--- src/rtl/multicycle_ctrl_fsm.sv ---
// multicycle_ctrl_fsm
//   Multi-cycle RISC-V control sequencer. It steps through fetch, decode, execute,
//   memory and write-back, and drives the PC, memory and register-file strobes for
//   each opcode class. It stalls while memory is busy and halts on ECALL or when a
//   memory access times out.
//
// Parameters
//   MEM_TIMEOUT  maximum number of consecutive IF/MEM cycles spent waiting on
//                mem_ready before the controller halts with an error (>= 1)
//
// Ports
//   clk        in   clock; all state updates happen on the rising edge
//   reset      in   asynchronous, active-high; returns the FSM to IF and clears
//                   the counters and flags
//   opcode     in   instr[6:0] from the IR; captured in ID
//   bcond      in   branch condition from the ALU, used in EX
//   mem_ready  in   memory completes the current access this cycle
//   pc_write   out  PC update enable, one pulse per retired instruction
//   pc_source  out  00 PC+4, 01 PC+imm, 10 ALU result
//   ir_write   out  latch the fetched instruction
//   i_or_d     out  0 fetch address (PC), 1 data address (ALUOut)
//   mem_read   out  memory read request
//   mem_write  out  memory write request
//   reg_write  out  register-file write enable
//   wb_sel     out  00 ALU, 01 memory data, 10 PC+4
//   alu_op     out  00 add, 01 branch compare, 10 funct-decoded
//   is_halted  out  sticky halt flag
//   mem_err    out  sticky memory-timeout flag
//   retired    out  number of pc_write pulses, wraps at 2^32

module multicycle_ctrl_fsm #(
    parameter int unsigned MEM_TIMEOUT = 16
) (
    input  logic        clk,
    input  logic        reset,
    input  logic [6:0]  opcode,
    input  logic        bcond,
    input  logic        mem_ready,
    output logic        pc_write,
    output logic [1:0]  pc_source,
    output logic        ir_write,
    output logic        i_or_d,
    output logic        mem_read,
    output logic        mem_write,
    output logic        reg_write,
    output logic [1:0]  wb_sel,
    output logic [1:0]  alu_op,
    output logic        is_halted,
    output logic        mem_err,
    output logic [31:0] retired
);

    localparam logic [6:0] OP_R      = 7'b0110011;
    localparam logic [6:0] OP_I      = 7'b0010011;
    localparam logic [6:0] OP_LOAD   = 7'b0000011;
    localparam logic [6:0] OP_STORE  = 7'b0100011;
    localparam logic [6:0] OP_BRANCH = 7'b1100011;
    localparam logic [6:0] OP_JAL    = 7'b1101111;
    localparam logic [6:0] OP_JALR   = 7'b1100111;
    localparam logic [6:0] OP_ECALL  = 7'b1110011;

    localparam int unsigned CW = (MEM_TIMEOUT > 1) ? $clog2(MEM_TIMEOUT) : 1;
    localparam logic [CW-1:0] WAIT_LAST = CW'(MEM_TIMEOUT - 1);

    typedef enum logic [2:0] {
        ST_IF   = 3'd0,
        ST_ID   = 3'd1,
        ST_EX   = 3'd2,
        ST_MEM  = 3'd3,
        ST_WB   = 3'd4,
        ST_HALT = 3'd5
    } state_t;

    state_t         state_q, state_d;
    logic [6:0]     op_q;
    logic [CW-1:0]  wait_cnt_q;
    logic [31:0]    retired_q;
    logic           is_halted_q;
    logic           mem_err_q;
    logic           timeout;

    function automatic logic op_known(input logic [6:0] op);
        return (op == OP_R) || (op == OP_I) || (op == OP_LOAD) || (op == OP_STORE) ||
               (op == OP_BRANCH) || (op == OP_JAL) || (op == OP_JALR);
    endfunction

    // Strobes are decoded straight from the current state so that an asynchronous
    // reset removes any in-flight write/update in the same cycle.
    always_comb begin
        state_d   = state_q;
        timeout   = 1'b0;
        pc_write  = 1'b0;
        pc_source = 2'b00;
        ir_write  = 1'b0;
        i_or_d    = 1'b0;
        mem_read  = 1'b0;
        mem_write = 1'b0;
        reg_write = 1'b0;
        wb_sel    = 2'b00;
        alu_op    = 2'b00;

        case (state_q)
            ST_IF: begin
                mem_read = 1'b1;
                if (mem_ready) begin
                    ir_write = 1'b1;
                    state_d  = ST_ID;
                end else if (wait_cnt_q == WAIT_LAST) begin
                    timeout = 1'b1;
                    state_d = ST_HALT;
                end
            end
            ST_ID: begin
                if (opcode == OP_ECALL) begin
                    state_d = ST_HALT;
                end else if (op_known(opcode)) begin
                    state_d = ST_EX;
                end else begin
                    // Unrecognised opcode retires as a NOP.
                    pc_write = 1'b1;
                    state_d  = ST_IF;
                end
            end
            ST_EX: begin
                case (op_q)
                    OP_R, OP_I: begin
                        alu_op  = 2'b10;
                        state_d = ST_WB;
                    end
                    OP_LOAD, OP_STORE: begin
                        state_d = ST_MEM;
                    end
                    OP_BRANCH: begin
                        alu_op    = 2'b01;
                        pc_write  = 1'b1;
                        pc_source = bcond ? 2'b01 : 2'b00;
                        state_d   = ST_IF;
                    end
                    OP_JAL, OP_JALR: begin
                        state_d = ST_WB;
                    end
                    default: begin
                        pc_write = 1'b1;
                        state_d  = ST_IF;
                    end
                endcase
            end
            ST_MEM: begin
                i_or_d    = 1'b1;
                mem_read  = (op_q == OP_LOAD);
                mem_write = (op_q == OP_STORE);
                if (mem_ready) begin
                    if (op_q == OP_LOAD) begin
                        state_d = ST_WB;
                    end else begin
                        pc_write = 1'b1;
                        state_d  = ST_IF;
                    end
                end else if (wait_cnt_q == WAIT_LAST) begin
                    timeout = 1'b1;
                    state_d = ST_HALT;
                end
            end
            ST_WB: begin
                reg_write = 1'b1;
                pc_write  = 1'b1;
                case (op_q)
                    OP_LOAD: wb_sel = 2'b01;
                    OP_JAL: begin
                        wb_sel    = 2'b10;
                        pc_source = 2'b01;
                    end
                    OP_JALR: begin
                        wb_sel    = 2'b10;
                        pc_source = 2'b10;
                    end
                    default: wb_sel = 2'b00;
                endcase
                state_d = ST_IF;
            end
            ST_HALT: begin
                state_d = ST_HALT;
            end
            default: begin
                state_d = ST_IF;
            end
        endcase
    end

    always_ff @(posedge clk or posedge reset) begin
        if (reset) begin
            state_q     <= ST_IF;
            op_q        <= '0;
            wait_cnt_q  <= '0;
            retired_q   <= '0;
            is_halted_q <= 1'b0;
            mem_err_q   <= 1'b0;
        end else begin
            state_q <= state_d;
            if (state_q == ST_ID) begin
                op_q <= opcode;
            end
            if (state_d != state_q) begin
                wait_cnt_q <= '0;
            end else if (((state_q == ST_IF) || (state_q == ST_MEM)) && !mem_ready) begin
                wait_cnt_q <= wait_cnt_q + CW'(1);
            end
            if (pc_write) begin
                retired_q <= retired_q + 32'd1;
            end
            if (state_d == ST_HALT) begin
                is_halted_q <= 1'b1;
            end
            if (timeout) begin
                mem_err_q <= 1'b1;
            end
        end
    end

    assign is_halted = is_halted_q;
    assign mem_err   = mem_err_q;
    assign retired   = retired_q;

endmodule
--- config.mk ---
export PLATFORM = sky130hd
export DESIGN_NAME = multicycle_ctrl_fsm
export DESIGN_NICKNAME = d
export VERILOG_FILES = /design/src/rtl/multicycle_ctrl_fsm.sv
export SDC_FILE = /design/constraint.sdc
export NUM_CORES = 1
export LEC_CHECK = 0
export BUFFER_PORTS_ARGS = -buffer_cell sky130_fd_sc_hd__buf_4
export CAP_MARGIN = 25
export CORE_ASPECT_RATIO = 1.2
export CORE_MARGIN = 3
export CORE_UTILIZATION = 49
export CTS_BUF_LIST = sky130_fd_sc_hd__clkbuf_8 sky130_fd_sc_hd__clkbuf_16
export DETAILED_ROUTE_END_ITERATION = 10
export PLACE_DENSITY = 0.73
export SYNTH_ARGS = -nofsm -noshare
export SYNTH_HDL_FRONTEND = slang
export SYNTH_SLANG_ARGS = --single-unit
--- constraint.sdc ---
create_clock -name clk -period 2.1 [get_ports clk]
set_clock_uncertainty 0.15 [all_clocks]
set_input_delay 0.42 -clock clk [delete_from_list [all_inputs] [get_ports clk]]
set_output_delay 0.42 -clock clk [all_outputs]
set_load 0.01 [all_outputs]
* Word-level counts from Yosys, hierarchy flattened
Cells that the tools add are included.
** Cells by class
- Reductions and logical operators :: 17
- Mux-type cells :: 33
- $add $sub $neg :: 2
- Eq/ne operators :: 23
** Operators by type and width (count)
- equality test 7 bit, second input constant :: 7
- adder 32 x 1 -> 32 bit, second input constant :: 1
- equality test 7 x 6 -> 1 bit, second input constant :: 4
- one-hot mux 2 bit (2 select lines) :: 4
- 2-to-1 mux 1 bit :: 15
- 2-to-1 mux 3 bit :: 5
- one-hot mux 3 bit (5 select lines) :: 1
- equality test 7 x 2 -> 1 bit, second input constant :: 2
- equality test 7 x 5 -> 1 bit, second input constant :: 2
- equality test 3 bit, second input constant :: 3
- 2-to-1 mux 4 bit :: 2
- OR reduction 2 bit :: 4
- logical OR 1 bit :: 7
- equality test 3 x 2 -> 1 bit, second input constant :: 2
- 2-to-1 mux 2 bit :: 3
- one-hot mux 3 bit (2 select lines) :: 1
- OR reduction 6 bit :: 1
- adder 4 x 1 -> 4 bit, second input constant :: 1
- equality test 4 bit, second input constant :: 1
- one-hot mux 1 bit (4 select lines) :: 1
- OR reduction 4 bit :: 1
- equality test 3 x 1 -> 1 bit, second input constant :: 1
- logical NOT 3 bit :: 1
- inequality test 3 bit :: 1
- 4 further kinds :: 4
** Word-level totals
- Register bits :: 48

* Logic depth before layout (Yosys ltp)
- Word-level depth :: 12
- Gate-level depth with buffers :: 10

* Least setup slack after synthesis
Ideal clock, no wire load.
- Kind :: register to output
- From :: register state_q[2]
- To :: output port pc_source[0]
- Setup slack :: -0.135 ns
- Data required time :: 1.530 ns
- Stages on the path, launching flop included :: 5
- Arrival :: 1.665 ns
- Path buffers :: 1
- Cells stage by stage :: dfrtp_1 -> buf_6 -> or3b_4 -> nor4_1 -> a22o_1
** Between the ends
- Longest elaborated chain between the ends :: 2
- Elaborated cells on any way between the ends :: 3
- Those cells by class :: eq/ne (2); mux (1)
** RTL lines
- from (decl) :: line 74 : state_t state_q, state_d;
- from (signal assigned) :: line 199 : state_q <= state_d;
- equality test 3 bit / equality test 3 x 2 -> 1 bit (equally long branches) :: line 102 : case (state_q)
- one-hot mux 2 bit (2 select lines) * :: line 102
- to (decl) :: line 40 : output logic [1:0] pc_source,
Mark *: on every way between the ends. The rest lies on a longest branch, timed or not.

* Worst setup path after layout
- From :: register state_q[1]
- To :: output port pc_write
** Between the ends
- Longest elaborated chain between the ends :: 2
- Elaborated cells on any way between the ends :: 5
- Those cells by class :: eq/ne (4); mux (1)
** RTL lines
- equality test 3 bit, or another cell as far along :: line 102
- one-hot mux 1 bit (4 select lines) * :: line 102
- to (decl) :: line 39 : output logic pc_write,
Marked as above.

==> reports/results.tsv <==
metric	value	unit
DR iter-0 viols	87	
synthesized net count	269	
Starting Density	0.5186	
Final min period	2.306	ns
TritonCTS clock tree	done	
Worst-Skew Late Latency	0.31	ns
Most Crowded Layer GR	met2	
utilization after layout	0.7602	
CP arrival	1.74	ns
DRC	0	
Warnings, synthesis	0	
startpoint types	register	
Storage cell area	1202	sq um
Final Setup Violations	15	
P&R area growth vs syn	46.58	%
ratio of cells with drive above 1 in the final layout	0.4609	
Final HPWL DP	4839	um
Top cell by count, worst path	nand2_1	
final worst slack	-0.2064	ns
dpl cell area	3403	sq um
Min-Delay Path Class	primary input to async pin	
most frequent cell after synthesis	dfrtp_1	
area leader, netlist	dfrtp_1	
Seq cells post-synth	48	
LEAKAGE	1.869	nW
drt via density	5.452	
MaxCap Viol Count	0	
RSZ-0062 raised after global routing	yes	
die height	86.05	um
GRT met1 Usage	0.2691	
H-tree depth reported by CTS	2	
DP Worst Slack	-0.1383	ns
Post-synth EDFFs	0	
total power	2.736	mW
initial antenna violation count	0	
routed vias	2350	
status	complete, but fails checks	
ys async rst share	1.000	
WL per Instance	15.91	um
crit-path cells	nor2b_1 -> nand2_1 -> inv_1 -> nand2_1 -> o2bb2ai_2 -> nor3_4 -> inv_2 -> buf_6	
die area	6256	sq um
Main synth FF type	dfrtp_1	
IO Port Bufs	56	
Final Cell Area	3835	sq um
Tot GR Track Use	0.2314	
worst-margin pin slew	0.4523	ns
Tcrit/Tclk final	1.098	
Sink Count	48	
grt met3 use	0.04103	
pin count of the biggest net entering global routing	49	
PD cells	713.5	nW/um^2
area of the multi-input gates	1514	sq um
Die X	72.71	um
gr ovfl total	0	
final net count	383	
post-synthesis cell type count	54	
post-synth top area share	0.4591	
Inserted Clock Buffers	5	
Core Box Area	5045	sq um
Syn Std Cell Area	2616	sq um
Avg Cell Area, Syn	10.22	sq um
Max VDD drop	0.0004246	V
Final Hold Vio Count	10	
failing checks	negative hold slack, negative setup slack	
clk root buf	clkbuf_8	
Final Routed Wirelength	6856	um
CP peak stage delay	0.43	ns
M2 GR Usage	0.4278	
# fillers	350	
Fmax	433.6	MHz
crit end category	output port	
CP Data Required Time	1.53	ns
drt pass-1 iters	4	
synth top area cells	dfrtp_1, xor2_1, nand2_1	
n_diodes	0	
# IOs	57	
CP Class	register to output port	
global-route wire length before repair	11360	um
Final Slew Violations	0	
post-route ant nets	0	
vias in the first global route	2346	
GP Congestion	0.8444	
Reg clk slew, reported paths	0.09	ns
Synth Instances	256	
Critical-path top delay cell	dfrtp_2	
register area share after synthesis	0.4591	
CP max FO	5	
Max Buffers Root-to-Sink	2	
Synth top cells by count	dfrtp_1, nand2_1, xor2_1	
worst rel slew slack	0.6974	
Rows	28	
worst hold slack	-0.007663	ns
[registers in the layout (all words and copies together), names as in the netlist]
signal      flops
retired        32
state_q         3
mem_err         1
is_halted       1
wait_cnt_q      4
op_q            7
[placed cells by master (no fill, tap or decap), drive strengths merged, types with 2 or more instances in the layout]
cell type	count
a21oi	3
a311oi	2
a41oi	2
and2	7
and3	5
and3b	2
and4	5
buf	114
clkbuf	5
dfrtp	48
ha	2
inv	10
mux2	6
nand2	32
nand3	16
nand4	4
nor2	22
nor3	12
nor3b	2
nor4	5
nor4b	4
o211ai	2
o21ai	5
o221ai	2
o31ai	2
or2	3
xnor2	9
xor2	25
[routing by layer]
layer | routed length (um) | share of wire
met3 | 270 | 0.039
met4 | 155 | 0.023
met5 | 0 | 0
met2 | 3735 | 0.54
met1 | 2694 | 0.39
[kinds of logic (layout without fill, tap and decap cells)]
kind of cell	count (synthesis)	count (layout)	share of synthesized area
compound gates	26	26	0.08035
xor+xnor	34	34	0.1138
fa+ha+maj	2	2	0.009563
buf+inv	16	131	0.03491
flops	48	48	0.4591
mux	7	7	0.02965
simple gates	123	123	0.2726
[metrics by stage]
| step | std cells | setup TNS [ns] |
|---|---|---|
| 2_1_floorplan | 256 | 0 |
| 3_3_place_gp | 409 | -0.4024 |
| 3_5_place_dp | 409 | -1.319 |
| 4_1_cts | 425 | -0.9060 |
| 5_1_grt | 431 | -3.809 |
| 6_report | 431 | -1.238 |
[path summary, 6_finish.rpt]
kind | startpoint | endpoint | slack (ns) | depth (start not counted)
max in group asynchronous | reset | retired[0]$_DFFE_PP0P_ | 1.58 | 3
min reg2reg | retired[31]$_DFFE_PP0P_ | retired[31]$_DFFE_PP0P_ | 0.32 | 1
max reg2reg | state_q[1]$_DFF_PP0_ | retired[29]$_DFFE_PP0P_ | -0.07 | 10
min in group clk | opcode[0] | op_q[0]$_DFFE_PP0P_ | 0.20 | 2
min | reset | is_halted$_DFFE_PP0N_ | -0.008 | 3
max | state_q[1]$_DFF_PP0_ | pc_write | -0.21 | 8
[what timing repair did]
action / CTS / global route
gates resized for setup: 28 / 16
pin swaps: 19 / 7
setup endpoints to repair: 17 / 43
setup buffers: 8 / 6
hold buffers: 0 / 0
[power breakdown]
part | internal (mW) | switching, mW
Clock | 0.349 | 0.322
Combinational | 0.439 | 0.471
Sequential | 1.03 | 0.124
[worst max-delay path: cells and delay by family, from the launching register on]
kind / cells / cell delay, ns
simple gates: 4 / 0.49
flops: 1 / 0.43
compound gates: 1 / 0.22
buf+inv: 3 / 0.30
[layout make-up]
class	instances	area share
Clock buffer	5	0.01794
Clock inverter	3	0.01011
Inverter	9	0.008809
Multi-Input combinational cell	192	0.3948
Sequential cell	48	0.3135
Tap cell	60	0.01958
Timing Repair Buffer	114	0.2352
No activity file was read; power rests on OpenSTA's default activity.
